$ cat config.mk
export PLATFORM = sky130hd
export DESIGN_NAME = sd_dat_tx
export DESIGN_NICKNAME = d
export VERILOG_FILES = /design/src/rtl/sd_dat_pkg.sv /design/src/rtl/crc16.sv /design/src/rtl/sd_dat_tx.sv
export SDC_FILE = /design/constraint.sdc
export NUM_CORES = 1
export LEC_CHECK = 0
export CAP_MARGIN = 15
export CORE_MARGIN = 5
export CORE_UTILIZATION = 35
export CTS_BUF_LIST = sky130_fd_sc_hd__clkbuf_16
export CTS_CLUSTER_DIAMETER = 120
export DETAILED_ROUTE_END_ITERATION = 16
export PLACE_DENSITY_LB_ADDON = 0.15
export SLEW_MARGIN = 20
export SYNTH_ARGS = -nofsm -noshare
export SYNTH_HDL_FRONTEND = slang
export SYNTH_SLANG_ARGS = --single-unit
$ cat constraint.sdc
create_clock -name iclk -period 2.2 [get_ports iclk]
set_input_delay 0.44 -clock iclk [delete_from_list [all_inputs] [get_ports iclk]]
set_output_delay 0.44 -clock iclk [all_outputs]
set_load 0.01 [all_outputs]
$ cat src/rtl/sd_dat_pkg.sv
// Shared definitions for the SD DAT-line transmitter and the future receiver.
package sd_dat_pkg;

  typedef logic [2:0] state_t;

  localparam state_t ST_IDLE  = 3'd0;
  localparam state_t ST_START = 3'd1;
  localparam state_t ST_DATA  = 3'd2;
  localparam state_t ST_CRC   = 3'd3;
  localparam state_t ST_END   = 3'd4;

  localparam logic START_BIT = 1'b0;
  localparam logic END_BIT   = 1'b1;

  localparam int          CRC_BITS   = 16;
  localparam logic [15:0] CRC16_POLY = 16'h1021;

  function automatic int clog2(input int value);
    int r;
    r = 0;
    for (int i = 0; i < 31; i++) begin
      if ((1 << i) < value) r = i + 1;
    end
    return r;
  endfunction

endpackage

$ cat src/rtl/crc16.sv
// Serial CRC-16 generator (x^16+x^12+x^5+1, zero init), one bit per enabled cycle.
module crc16
  import sd_dat_pkg::*;
(
  input  logic                iclk,
  input  logic                irst,
  input  logic                ien,
  input  logic                idata,
  output logic [CRC_BITS-1:0] ocrc
);

  logic [CRC_BITS-1:0] crc_q, crc_d;
  logic                fb;

  always_comb begin
    fb    = crc_q[CRC_BITS-1] ^ idata;
    crc_d = crc_q;
    if (ien) crc_d = {crc_q[CRC_BITS-2:0], 1'b0} ^ (fb ? CRC16_POLY : '0);
  end

  always_ff @(posedge iclk) begin
    if (irst) crc_q <= '0;
    else      crc_q <= crc_d;
  end

  assign ocrc = crc_q;

endmodule

$ cat src/rtl/sd_dat_tx.sv
// Single DAT-line block transmitter: start bit, data MSB first, CRC-16, end bit.
// Optional abort input is enabled by defining SD_DAT_TX_ABORT_EN.
//
// state | meaning
// IDLE  | line parked at 1, pad disabled, CRC held clear
// START | start bit on the line, byte 0 captured
// DATA  | data bits on the line, each one fed to the CRC a cycle ahead
// CRC   | latched CRC shifted out MSB first
// END   | end bit on the line, CRC cleared
module sd_dat_tx
  import sd_dat_pkg::*;
#(
  parameter int BLOCK_BYTES = 512
) (
  input  logic       iclk,
  input  logic       irst,
  input  logic       istart,
  input  logic [7:0] ibyte,
`ifdef SD_DAT_TX_ABORT_EN
  input  logic       iabort,
`endif
  output logic       odata_req,
  output logic       odat,
  output logic       ooe,
  output logic       obusy,
  output logic       odone
);

  localparam int             BCW       = clog2(8 * BLOCK_BYTES);
  localparam logic [BCW-1:0] LAST      = BCW'(8 * BLOCK_BYTES - 1);
  localparam logic [BCW-1:0] REQ_LIMIT = BCW'(8 * (BLOCK_BYTES - 1));

  state_t              state_q, state_d;
  logic [BCW-1:0]      bit_cnt_q, bit_cnt_d;
  logic [7:0]          byte_q, byte_d;
  logic [CRC_BITS-1:0] crc_sr_q, crc_sr_d;
  logic [3:0]          crc_cnt_q, crc_cnt_d;
  logic                odat_q, odat_d;
  logic                busy_q, busy_d;
  logic                odone_q, odone_d;
  logic                req_c, crc_en, crc_in, crc_rst, abort_c;
  logic [CRC_BITS-1:0] crc_val;

`ifdef SD_DAT_TX_ABORT_EN
  assign abort_c = iabort;
`else
  assign abort_c = 1'b0;
`endif

  always_comb begin
    state_d   = state_q;
    bit_cnt_d = bit_cnt_q;
    byte_d    = byte_q;
    crc_sr_d  = crc_sr_q;
    crc_cnt_d = crc_cnt_q;
    odone_d   = 1'b0;
    req_c     = 1'b0;
    crc_en    = 1'b0;
    crc_in    = 1'b0;
    case (state_q)
      ST_IDLE: begin
        if (istart) begin
          req_c     = 1'b1;
          state_d   = ST_START;
          bit_cnt_d = '0;
          crc_cnt_d = '0;
        end
      end
      ST_START: begin
        byte_d  = ibyte;
        state_d = ST_DATA;
        crc_en  = 1'b1;
        crc_in  = ibyte[7];
      end
      ST_DATA: begin
        // Request during bit 1 so the byte arrives for the bit-0 capture.
        if (bit_cnt_q[2:0] == 3'd6 && bit_cnt_q < REQ_LIMIT) req_c = 1'b1;
        if (bit_cnt_q == LAST) begin
          state_d  = ST_CRC;
          crc_sr_d = crc_val;
        end else begin
          bit_cnt_d = bit_cnt_q + BCW'(1);
          byte_d    = (bit_cnt_q[2:0] == 3'd7) ? ibyte : {byte_q[6:0], 1'b0};
          crc_en    = 1'b1;
          crc_in    = byte_d[7];
        end
      end
      ST_CRC: begin
        crc_sr_d = {crc_sr_q[CRC_BITS-2:0], 1'b0};
        if (crc_cnt_q == 4'd15) begin
          state_d = ST_END;
          odone_d = 1'b1;
        end else begin
          crc_cnt_d = crc_cnt_q + 4'd1;
        end
      end
      ST_END:  state_d = ST_IDLE;
      default: state_d = ST_IDLE;
    endcase

    if (abort_c && (state_q == ST_START || state_q == ST_DATA || state_q == ST_CRC)) begin
      state_d = ST_END;
      odone_d = 1'b0;
    end

    case (state_d)
      ST_START: odat_d = START_BIT;
      ST_DATA:  odat_d = byte_d[7];
      ST_CRC:   odat_d = crc_sr_d[CRC_BITS-1];
      default:  odat_d = END_BIT;
    endcase
    busy_d = (state_d != ST_IDLE);
  end

  always_ff @(posedge iclk) begin
    if (irst) begin
      state_q   <= ST_IDLE;
      bit_cnt_q <= '0;
      byte_q    <= '0;
      crc_sr_q  <= '0;
      crc_cnt_q <= '0;
      odat_q    <= END_BIT;
      busy_q    <= 1'b0;
      odone_q   <= 1'b0;
    end else begin
      state_q   <= state_d;
      bit_cnt_q <= bit_cnt_d;
      byte_q    <= byte_d;
      crc_sr_q  <= crc_sr_d;
      crc_cnt_q <= crc_cnt_d;
      odat_q    <= odat_d;
      busy_q    <= busy_d;
      odone_q   <= odone_d;
    end
  end

  assign crc_rst = irst | (state_q == ST_IDLE) | (state_q == ST_END);

  crc16 u_crc16 (
    .iclk  (iclk),
    .irst  (crc_rst),
    .ien   (crc_en),
    .idata (crc_in),
    .ocrc  (crc_val)
  );

  assign odata_req = req_c & ~irst;
  assign odat      = odat_q;
  assign ooe       = busy_q;
  assign obusy     = busy_q;
  assign odone     = odone_q;

endmodule

Yosys cells after proc, flatten, opt, wreduce, memory -nomap -nowiden
Cells that the tools add are included.
- add/sub/neg operators: 2
- $lt $le $gt $ge: 1
- eq/ne operators: 15
- mux-type cells: 25
- bitwise gates (word level): 7
- reduce and logical (&&, ||, !) cells: 12
- operators by type and width (kind ; count):
    $pmux 16 s2 ; 1
    $mux 12 ; 2
    $pmux 12 s2 ; 1
    $mux 16 ; 1
    $mux 8 ; 2
    $pmux 8 s2 ; 1
    $xor 16x16->16 ; 1
    $mux 13 ; 1
    $add 12x1->12 const B ; 1
    $eq 12x12->1 const B ; 1
    $eq 3x2->1 const B ; 4
    $lt 12x12->1 const B ; 1
    $pmux 3 s4 ; 1
    $eq 3x3->1 const B ; 3
    $mux 3 ; 3
    $mux 4 ; 2
    $ne 2x2->1 const B ; 4
    $pmux 4 s2 ; 1
    $reduce_bool 2->1 ; 4
    $eq 3x1->1 const B ; 2
    $pmux 1 s2 ; 3
    $reduce_and 3->1 ; 2
    $mux 1 ; 5
    $add 4x1->4 const B ; 1
    other kinds (11) ; 14
- flip-flop bits (word level): 62
- input port bits: 11
- word-level logic and storage cells: 73

Longest topological paths before layout
Gate-level depths: netlist (run 1).
- depth in word-level cells: 7
- gate-level depth with buffers: 9
- gate-level depth less buffers: 7

Hierarchy
From an unflattened synthesis (run 1), not the netlist that was laid out.
- cells, all modules: 308
- area total of the unflattened synthesis: 2856.5 um^2
- modules (own cells, without submodules) (module ; times used ; cells each ; area an instance (um^2) ; sequential area each (um^2)):
    sd_dat_tx ; 1 ; 251 ; 2240.9 ; 900.9
    crc16 ; 1 ; 57 ; 615.6 ; 320.3

Worst setup path before layout (run 1)
Ideal clock, no wire load.
- path kind: reg2reg
- start point: reg bit_cnt_q[0]
- end point: reg odat_q (netlist: odat)
- library setup time: 0.128 ns
- data arrival time: 1.785 ns
- data required time: 2.072 ns
- path slack: 0.287 ns
- cell stages (with the launch flop): 9
- path buffers: 2
- clock period less this slack: 1.913 ns
- path through: dfxtp_1 > ha_1 > and3_1 > buf_6 > and3_4 > buf_6 > o31a_1 > a2111oi_4 > a211oi_2
- word-level cells in the longest chain between the ends: 5
- ends and longest elaborated chain (element ; line ; RTL):
    start: declaration ; sd_dat_tx.sv:34 ; logic [BCW-1:0] bit_cnt_q, bit_cnt_d;
    start signal: assignment ; sd_dat_tx.sv:127 ; bit_cnt_q <= bit_cnt_d;
    $eq 12x12->1 / $eq 3x3->1 (equally long branches) ; sd_dat_tx.sv:78, sd_dat_tx.sv:83 ;
    $mux 3 / $mux 8 (equally long branches) ; sd_dat_tx.sv:78, sd_dat_tx.sv:83 ;
    $pmux 3 s4 / $mux 8 (equally long branches) ; sd_dat_tx.sv:60, sd_dat_tx.sv:78 ;
    $eq 3x2->1, or another cell as far along ; sd_dat_tx.sv:106 ; case (state_d)
    $pmux 1 s3 (*) ; sd_dat_tx.sv:106 ;
    end signal: assignment ; sd_dat_tx.sv:131 ; odat_q <= odat_d;
    end: declaration ; sd_dat_tx.sv:38 ; logic odat_q, odat_d;
Every way passes the cells marked *; elsewhere a longest branch is shown, timed or not. The select of a mux whose other input is x is not followed.
A chain may end at the register's enable or synchronous reset.

Worst setup path after layout (run 1)
- start point: reg bit_cnt_q[0]
- end point: reg bit_cnt_q[1]
- word-level cells in the longest chain between the ends: 3
- ends and longest elaborated chain (element ; line):
    $add 12x1->12 / $eq 12x12->1 (equally long branches) ; sd_dat_tx.sv:82, sd_dat_tx.sv:78
    $mux 12 / $ne 2x2->1 (equally long branches) ; n/a
    $pmux 12 s2 / $reduce_and 3->1 (equally long branches) ; n/a
Several ways; a longest one is shown, not always the timed one. The select of a mux whose other input is x is not followed.

==> metrics.sh, run 1 <==
RESULT_OF_THE_RUN='completed'
SYN_AVG_CELL_AREA_UM2=8.65
DIEHEIGHT_UM=98.8
FIRST_GLOBAL_VIAS=2292
MIN-DELAY-PATH-CLASS='register to register'
NETLIST_AREA_UM2=2760
WORSTPATHARRIVAL_NS=2.27
LEAKAGEPOWER_nW=1.19
WORST_HOLD_SLACK_NS=0.455
CTS-HTREE-LEVELS=3
FINALCLOCKSKEW_NS=0.00742
CLK_LATENCY_NS=0.33
CP_CELL_SEQUENCE='ha_1 -> and3_1 -> buf_4 -> nand4_1 -> nand2_1 -> or3_1 -> a21oi_1'
CLOCK-ROOT-BUFFER='clkbuf_16'
WORST_SETUP_END_KIND='register'
TIGHTEST_SLEW_NS=0.468
FINAL_ANTENNA_NET_COUNT=0
GRTUSAGEMET2_PCT=21.6
FMAXACHIEVABLE_MHz=497
CP_MAX_FO=11
NUMBER_OF_MAX_SLEW_VIOLATIONS_IN_THE_FINAL_REPORT=0
DETAIL_ROUTE.DRC_VIOLATIONS=0
GRT_UTIL_MET1_PCT=17.3
GRT_ANTENNA_BEFORE_REPAIR=0
SYNTH.YOSYS.WARNINGS=0
CLOCKBUFFERDEPTH=2
DIE_AREA_UM2=9760
LARGEST_DELAY_SHARE_FAMILY_WORST_PATH='simple AND/OR/NAND/NOR gates'
MET3_DEMAND_TO_CAPACITY_SHARE_IN_GLOBAL_ROUTING_PCT=3.82
ROUTABILITYCONGESTION=0.760
CRITICAL-PATH-SLOWEST-CELL='dfxtp_1'
SYNTH-XOR-AREA-SHARE_PCT=5.12
GROUTE.USAGE.OVERALL_PCT=13.7
PLACE.DETAILED.HPWL_UM=4280
LAYOUT.CELL_AREA.NON_FILLER_UM2=3340
CP.BUFFERS_INVERTERS=1
PERIOD_NEEDED_NS=2.01
STD_CELL_ROWS=32
SYNTHARSTFLOPSHARE_PCT=0
SYNTH_FLOP_CELL='dfxtp_1'
PATH_CLASS='register to register'
POWER_DENSITY_nW_PER_UM2=820
CLK_TRANSITION_REPORTED_PATHS_NS=0.05
CRITICAL_PATH_REQUIRED_NS=2.45
GRT_REMAINING_OVERFLOW=0
VIA_COUNT=2291
CTS_POST_SETUP_BUFFERS_INSERTED=0
FINAL_LAYOUT_SIZE_SUFFIX_GT1_SHARE_PCT=13.4
NETLIST_INSTANCES=319
FINAL.FILL_COUNT=800
FINISH.NET_COUNT=353
SYNTH_EDF_COUNT=0
SYNTHESIS.NETS=334
CORE_UM2=7690
TIMING.FINAL.HOLD_VIOLATIONS=0
POST_SYNTH_FA_HA_MAJ_AREA_FRACTION_PCT=1.81
SLEW_HR_PCT=68.7
DETAIL_ROUTE.WIRELENGTH_UM=6250
POST_DRT_WL_PER_CELL_UM=14.0
GRT_MOST_USED_LAYER='met2'
TIMING.CRITICAL_PATH.FROM_TYPE='register'
DRT_FIRST_PASS_ITERS=4
FINAL_COMMON_CELL='dfxtp_1'
SYNTH.YOSYS.SEQ_AREA_SHARE_PCT=44.2
CRITPATHMAXSTAGEDELAY_NS=0.34
CTS_TREE='yes'
GLOBAL_ROUTE_WIRE_LENGTH_BEFORE_REPAIR_UM=10900
DR.FIRST_ITER.DRC_COUNT=89
WORST_IR_DROP_VDD_V=0.000407
YOSYS-MUX-AREA-FRACTION_PCT=0.363
POST_DP_CELL_AREA_UM2=3030
SYNTH_CELL_TYPES=48
SYNTH-COMPOUND-AREA-SHARE_PCT=17.5
CTSHOLDBUFFERS=0
NUMBER_OF_ANTENNA_CELLS_INSERTED=0
GRT_MAX_DEGREE=26
LAYOUT.CELLS.MOST_COMMON_LIST='60 x dfxtp_1, 42 x nand2_1, 38 x nor2_1'
MAX-CAP-VIOLATIONS=0
POST_SYNTH_SIMPLE_GATE_AREA_PCT=25.7
START_UTIL_PCT=35.9
RSZ0062_AT_GRT='false'
SYN_TO_FINAL_GROWTH_PCT=20.9
DIE_WIDTH_UM=98.8
PIN_COUNT=16
TRITONCTS.NUM_BUFFERS=9
POST_DETAILED_ROUTE_VIA_TO_CELL_RATIO=5.15
CLOCK_SINK_COUNT=61
YOSYS_REGISTER_BITS=61
DOMINANT_COMBINATIONAL_CELL_FAMILY_BY_AREA_AFTER_SYNTHESIS='simple AND/OR/NAND/NOR gates'
NUMPORTBUFFERS=15
SETUP_VIOL_COUNT_FINAL=0
FIN_CRIT_SHARE_PCT=91.5
worst paths after layout:
check / from / endpoint / slack, ns / cells past startpoint
setup / recovery: bit_cnt_q[0] / bit_cnt_q[1] / 0.19 / 7
hold / removal: byte_q[1] / byte_q[1] / 0.45 / 2
setup reg to reg: bit_cnt_q[0] / bit_cnt_q[1] / 0.19 / 7
hold reg to reg: byte_q[1] / byte_q[1] / 0.45 / 2
stage by stage:
| stage | std cells | setup slack, ns | total power, mW | util (%) | TNS [ns] |
|---|---|---|---|---|---|
| finish | 445 | 0.187 | 2.74 | 43.4 | 0 |
| global route | 445 | 0.0107 | 2.85 | 43.4 | 0 |
| CTS | 445 | 0.0828 | 2.77 | 43.3 | 0 |
| detailed placement | 429 | -0.277 | 1.43 | 39.4 | -0.277 |
| global placement | 429 | -0.221 | 1.43 | 39.4 | -0.221 |
| floorplan | 319 | 0.287 | 1.33 | - | 0 |
kinds of logic (layout without fill, tap and decap cells):
| logic type | Yosys count | count (layout) |
|---|---|---|
| adder cells (fa/ha/maj) | 4 | 4 |
| multiplexers | 1 | 1 |
| flip-flops | 61 | 61 |
| AND/OR/NAND/NOR | 147 | 147 |
| buffers and inverters | 27 | 51 |
| AO/OA/AOI/OAI | 66 | 66 |
| XOR/XNOR | 13 | 13 |
report_power, final:
part / internal, mW / switching, mW
Sequential: 1.13 / 0.0191
Combinational: 0.105 / 0.148
Clock: 0.858 / 0.471
cell type report:
| cell class | count | area (µm²) | area share (%) |
|---|---|---|---|
| clock buffers | 9 | 225 | 6.75 |
| inverters | 3 | 11.3 | 0.337 |
| flip-flops and latches | 61 | 1220 | 36.6 |
| clock inverters | 7 | 57.6 | 1.72 |
| well taps | 102 | 128 | 3.82 |
| repair buffers | 32 | 277 | 8.29 |
| multi-input cells | 231 | 1420 | 42.4 |
per-layer routing:
layer,up-vias,share of wire (%)
met5,-,0
met4,0,1.5
met3,9,2.5
met2,31,48
met1,1070,48
li1,1181,-
cell usage after synthesis (all sizes together), types with 4 or more instances:
library cell / instances / area (µm²)
a22oi: 9 / 67.6
xor2: 9 / 78.8
a21oi: 28 / 140
nor3: 23 / 125
clkbuf: 8 / 30.0
and3: 4 / 30.0
nand3: 11 / 55.1
buf: 16 / 104
nand2: 42 / 158
nor2: 38 / 143
a211oi: 4 / 35.0
ha: 4 / 50.1
nand4: 9 / 56.3
a221oi: 14 / 123
dfxtp: 61 / 1220
worst reg2reg max path: stages (launching register included):
cell and delay (ns):
dfxtp_1 0.34, ha_1 0.22, and3_1 0.23, buf_4 0.17, nand4_1 0.31, nand2_1 0.19
or3_1 0.34, a21oi_1 0.14
registers in the layout, summed over array words and instances, names as in the netlist:
register,count
bit_cnt_q,12
byte_q,7
crc_cnt_q,4
crc_sr_q,16
obusy,1
odat,1
odone,1
state_q,3
u_crc16.ocrc,16
timing repair:
action / 4_1_cts / 5_1_grt
endpoints found under the hold margin: 0 / 0
pin swaps: 0 / 0
gates resized for setup: 4 / 1
setup endpoints to repair: 1 / 1
No activity file was read; power rests on OpenSTA's default activity.
==> inputs of run 2 (changes only) <==
==> constraint.sdc (replaced) <==
create_clock -name iclk -period 2.2 [get_ports iclk]
set_input_delay 0.33 -clock iclk [delete_from_list [all_inputs] [get_ports iclk]]
set_output_delay 0.33 -clock iclk [all_outputs]
set_load 0.01 [all_outputs]
==> metrics.sh, run 2 (same netlist as run 1, synthesis figures left out) <==
GRT_MAX_DEGREE=21  # -19%
CTS_TREE='yes'
RESULT_OF_THE_RUN='completed'
NUMBER_OF_MAX_SLEW_VIOLATIONS_IN_THE_FINAL_REPORT=0  # unchanged
PIN_COUNT=16  # unchanged
TIMING.CRITICAL_PATH.FROM_TYPE='register'
GLOBAL_ROUTE_WIRE_LENGTH_BEFORE_REPAIR_UM=11100  # +2.1%
CTS-HTREE-LEVELS=3  # unchanged
SETUP_VIOL_COUNT_FINAL=0  # unchanged
TOTAL_POWER_mW=2.60  # -5.0%
VIA_COUNT=2316  # +1.1%
DIE_AREA_UM2=9760  # unchanged
NUMPORTBUFFERS=15  # unchanged
GRT_REMAINING_OVERFLOW=0  # unchanged
FINISH.NET_COUNT=352  # -0.28%
CLOCKBUFFERDEPTH=2  # unchanged
LEAKAGEPOWER_nW=1.17  # -2.0%
GROUTE.USAGE.OVERALL_PCT=14.0  # +0.24 points
LAYOUT.CELLS.MOST_COMMON_LIST='59 x dfxtp_1, 42 x nand2_1, 37 x nor2_1'
MAX-CAP-VIOLATIONS=0  # unchanged
MIN-DELAY-PATH-CLASS='register to register'
GRT_ANTENNA_BEFORE_REPAIR=0  # unchanged
ROUTABILITYCONGESTION=0.736  # -3.0%
CP_MAX_FO=7  # -4
PATH_CLASS='register to primary output'
FINAL.SETUP.TNS_NS=0  # unchanged
CLK_TRANSITION_REPORTED_PATHS_NS=0.05  # about the same
TRITONCTS.NUM_BUFFERS=9  # unchanged
DPL.CELL_COUNT=428  # -0.23%
TIMING.FINAL.HOLD_VIOLATIONS=0  # unchanged
WORSTPATHARRIVAL_NS=1.81  # -0.46 ns
FIRST_GLOBAL_VIAS=2245  # -2.1%
STD_CELL_ROWS=32  # unchanged
PLACE.DETAILED.HPWL_UM=4360  # +2.0%
POST_DETAILED_ROUTE_VIA_TO_CELL_RATIO=5.23  # +1.5%
CRITICAL_PATH_REQUIRED_NS=1.87  # -0.58 ns
SLEW_HR_PCT=68.5  # -0.19 points
RSZ0062_AT_GRT='true'
DIE_WIDTH_UM=98.8  # unchanged
TIGHTEST_SLEW_NS=0.470  # +0.00279 ns
FINAL_UTIL_PCT=43.0  # -0.41 points
WORST_SETUP_END_KIND='primary output'
POWER_DENSITY_nW_PER_UM2=786  # -4.1%
POST_DRT_WL_PER_CELL_UM=14.6  # +3.7%
DIEHEIGHT_UM=98.8  # unchanged
PERIOD_NEEDED_NS=2.14  # +0.129 ns
FINAL_COMMON_CELL='dfxtp_1'
FF2FF_PATH_DEPTH=6  # -1
FINALCLOCKSKEW_NS=0.00786  # +0.000442 ns
FINAL_ANTENNA_NET_COUNT=0  # unchanged
FINAL_LAYOUT_SIZE_SUFFIX_GT1_SHARE_PCT=13.8  # +0.37 points
DR.FIRST_ITER.DRC_COUNT=83  # -6.7%
WORST_IR_DROP_VDD_V=0.000404  # -0.68%
DETAIL_ROUTE.DRC_VIOLATIONS=0  # unchanged
START_UTIL_PCT=35.9  # unchanged
FIN_CRIT_SHARE_PCT=97.3  # +5.9 points
WORSTHOLDPATHCELLS=2  # unchanged
LAYOUTNONFILLERINSTCOUNT=443  # -0.45%
NUMBER_OF_ANTENNA_CELLS_INSERTED=0  # unchanged
CLOCK_SINK_COUNT=61  # unchanged
DRT_FIRST_PASS_ITERS=4  # unchanged
DETAIL_ROUTE.WIRELENGTH_UM=6450  # +3.2%
CLK_LATENCY_NS=0.32  # about the same
CLOCK-ROOT-BUFFER='clkbuf_16'
CORE_UM2=7690  # unchanged
WORST_HOLD_SLACK_NS=0.454  # -0.000602 ns
FMAXACHIEVABLE_MHz=467  # -6.0%
SYN_TO_FINAL_GROWTH_PCT=19.8
[run 2: cell types whose count changed in the layout (fill, tap and decap cells not counted), sizes merged]
cell / delta
dlygate4sd2: -1
clkinv: -2
clkdlybuf4s50: +1
bufinv: -1
inv: +2
buf: -1
[run 2: area by class of cell]
cell class	count	area, µm²
fillers	797	4380
inverters	3	11.3
multi-input cells	231	1420
repair buffers	31	270
clock inverters	6	25.0
well taps	102	128
flip-flops and latches	61	1220
clock buffers	9	225
[run 2: path summary, 6_finish.rpt]
check | from | end | slack [ns]
min reg2reg | byte_q[5] | byte_q[5] | 0.45
min | byte_q[5] | byte_q[5] | 0.45
max | state_q[0] | odata_req | 0.06
max reg2reg | bit_cnt_q[0] | odat | 0.30
[run 2: critical path: stages, from the launching register on]
cell and delay, ns:
dfxtp_1 0.48, nand2b_4 0.21, nor2_2 0.05, a41oi_1 0.22, nor2_1 0.05, clkdlybuf4s50_1 0.47
[run 2: stage by stage]
| stage | setup WS [ns] | instance area (µm²) |
|---|---|---|
| after CTS | 0.00949 | 3290 |
| after global placement | -0.0237 | 3020 |
| after detailed placement | -0.0345 | 3020 |
| after floorplan | 0.287 | 2760 |
| after global routing | -0.0356 | 3310 |
| final | 0.0587 | 3310 |
[run 2: timing repair]
item	CTS	global route
gates resized for setup	5	6
buffers inserted	0	0
hold buffers	0	0
endpoints found under the setup margin	1	3
[run 2: power by group]
| group | switching [mW] | internal (mW) | leakage [nW] | total (mW) |
|---|---|---|---|---|
| Combinational | 0.150 | 0.109 | 0.537 | 0.259 |
| Clock | 0.449 | 0.732 | 0.136 | 1.18 |
| Sequential | 0.0223 | 1.13 | 0.495 | 1.16 |
[run 2: layer usage]
layer / routed length (µm) / track usage, %
met5: 0 / 0
met3: 145 / 4.03
met1: 3170 / 18.6
met2: 3060 / 21.5
met4: 76 / 5.15
==> inputs of run 3 (changes only) <==
Settings changed: GPL_TIMING_DRIVEN set to 0.
==> metrics.sh, run 3 (same netlist as run 1, synthesis figures left out) <==
FIRST_GLOBAL_VIAS=2327  # +3.7%
FINAL_LAYOUT_SIZE_SUFFIX_GT1_SHARE_PCT=13.1  # -0.64 points
POWER_DENSITY_nW_PER_UM2=845  # +7.6%
DPL.CELL_COUNT=436  # +1.9%
FINALCLOCKSKEW_NS=0.00522  # -0.00264 ns
FINISH.NET_COUNT=360  # +2.3%
WORST_HOLD_PATH.ENDPOINT='byte_q[1]'
WORST_R2R_STARTPOINT='bit_cnt_q[0]'
WORST_R2R_ENDPOINT='odat'
POST_DP_CELL_AREA_UM2=3040  # +0.46%
WORSTPATHARRIVAL_NS=1.76  # -0.05 ns
WORST_IR_DROP_VDD_V=0.000487  # +21%
PIN_COUNT=16  # unchanged
CTS_TREE='yes'
LAYOUTNONFILLERINSTCOUNT=452  # +2.0%
PATH_CLASS='primary input to primary output'
RESULT_OF_THE_RUN='completed'
CORE_UM2=7690  # unchanged
WORSTHOLDPATHCELLS=2  # unchanged
GRT_ANTENNA_BEFORE_REPAIR=0  # unchanged
DETAIL_ROUTE.DRC_VIOLATIONS=0  # unchanged
FIN_CRIT_SHARE_PCT=94.8  # -2.5 points
TIMING.CRITICAL_PATH.FROM_TYPE='primary input'
GRT_MAX_DEGREE=11  # -48%
RSZ0062_AT_GRT='false'
GLOBAL_ROUTE_WIRE_LENGTH_BEFORE_REPAIR_UM=11100  # +0.13%
SETUP_VIOL_COUNT_FINAL=0  # unchanged
MIN_FROM='byte_q[1]'
CLOCKBUFFERDEPTH=2  # unchanged
WORST_SETUP_END_KIND='primary output'
CLK_TRANSITION_REPORTED_PATHS_NS=0.05  # about the same
CLK_LATENCY_NS=0.32  # about the same
FF2FF_PATH_DEPTH=8  # +2
CRITICAL_PATH_REQUIRED_NS=1.87  # about the same
LAYOUT.CELLS.MOST_COMMON_LIST='61 x dfxtp_1, 42 x nand2_1, 36 x nor2_1'
FF2FF_SETUP_SLACK_NS=0.13  # -0.17 ns
GROUTE.USAGE.OVERALL_PCT=14.1  # +0.079 points
PERIOD_NEEDED_NS=2.09  # -0.0552 ns
CLOCK_SINK_COUNT=61  # unchanged
FINAL_ANTENNA_NET_COUNT=0  # unchanged
DR.FIRST_ITER.DRC_COUNT=99  # +19%
DIEHEIGHT_UM=98.8  # unchanged
FMAXACHIEVABLE_MHz=479  # +2.6%
START_UTIL_PCT=35.9  # unchanged
STD_CELL_ROWS=32  # unchanged
SLEW_HR_PCT=63.5  # -5.0 points
DIE_WIDTH_UM=98.8  # unchanged
NUMBER_OF_MAX_SLEW_VIOLATIONS_IN_THE_FINAL_REPORT=0  # unchanged
NUMBER_OF_ANTENNA_CELLS_INSERTED=0  # unchanged
POST_DETAILED_ROUTE_VIA_TO_CELL_RATIO=5.13  # -1.8%
ROUTABILITYCONGESTION=0.818  # +11%
CTS_POST_SETUP_BUFFERS_INSERTED=0  # unchanged
MAX-CAP-VIOLATIONS=0  # unchanged
CLOCK-ROOT-BUFFER='clkbuf_16'
GRT_REMAINING_OVERFLOW=0  # unchanged
LAYOUT.CELL_AREA.NON_FILLER_UM2=3370  # +1.9%
LEAKAGEPOWER_nW=1.20  # +3.0%
NUMPORTBUFFERS=15  # unchanged
CP_MAX_FO=10  # +3
TRITONCTS.NUM_BUFFERS=9  # unchanged
TIGHTEST_SLEW_NS=0.547  # +0.0768 ns
DRT_FIRST_PASS_ITERS=4  # unchanged
VIA_COUNT=2320  # +0.17%
TIMING.FINAL.HOLD_VIOLATIONS=0  # unchanged
DETAIL_ROUTE.WIRELENGTH_UM=6510  # +0.91%
FINAL_COMMON_CELL='dfxtp_1'
CTS-HTREE-LEVELS=3  # unchanged
MIN-DELAY-PATH-CLASS='register to register'
PLACE.DETAILED.HPWL_UM=4590  # +5.2%
POST_DRT_WL_PER_CELL_UM=14.4  # -1.1%
SYN_TO_FINAL_GROWTH_PCT=22.0
DIE_AREA_UM2=9760  # unchanged
[run 3: cell types whose count changed in the layout (fill, tap and decap cells not counted), sizes merged]
cell           change
clkbuf             +7
bufinv             +2
inv                -2
buf                +1
clkdlybuf4s50      -1
clkinv             +1
dlygate4sd2        +1
[run 3: what timing repair did]
item / 4_1_cts / 5_1_grt
endpoints found under the setup margin: 1 / 10
hold buffers: 0 / 0
gates resized for setup: 7 / 2
[run 3: critical path, cell delays in order]
cell             delay [ns]
clkdlybuf4s50_1        0.52
clkbuf_2               0.27
buf_2                  0.28
nor2_1                 0.07
dlygate4sd2_1          0.28
[run 3: how the worst max path moves through the flow]
stage / from / endpoint / slack, ns / cells past startpoint
after global placement: irst / odata_req / -0.47 / 5
after global routing: irst / odata_req / 0.0001 / 5
after floorplan: bit_cnt_q[0] / odat / 0.29 / 8
after detailed placement: irst / odata_req / -0.50 / 5
after CTS: irst / odata_req / 0.07 / 5
final: irst / odata_req / 0.11 / 5
[run 3: area by class of cell]
type | count | area, µm²
repair buffers | 15 | 149
multi-input cells | 231 | 1410
plain buffers | 24 | 139
fillers | 810 | 4320
flip-flops and latches | 61 | 1220
well taps | 102 | 128
clock inverters | 7 | 81.3
clock buffers | 9 | 225
inverters | 3 | 11.3
[run 3: power breakdown]
group	leakage [nW]	internal, mW	switching (mW)	total (mW)
sequential	0.494	1.13	0.0142	1.15
combinational	0.553	0.101	0.158	0.259
clock	0.155	0.973	0.467	1.44
total	1.20	2.21	0.639	2.85
[run 3: layer usage]
layer	GRT usage (%)	share of wire (%)
met5	0	0
met4	3.47	1.1
met3	4.32	2.9
met2	22.8	47
met1	18.2	49
[run 3: metrics by stage]
stage / hold slack [ns] / power (mW) / worst slack (ns) / setup TNS (ns) / utilization [%]
after floorplan: 0.432 / 1.33 / 0.287 / 0 / -
after global placement: 0.441 / 1.42 / -0.471 / -0.471 / 39.5
after detailed placement: 0.447 / 1.43 / -0.496 / -0.496 / 39.5
after CTS: 0.454 / 2.88 / 0.0684 / 0 / 43.8
after global routing: 0.483 / 2.96 / 0.000133 / 0 / 43.8
final: 0.455 / 2.85 / 0.114 / 0 / 43.8
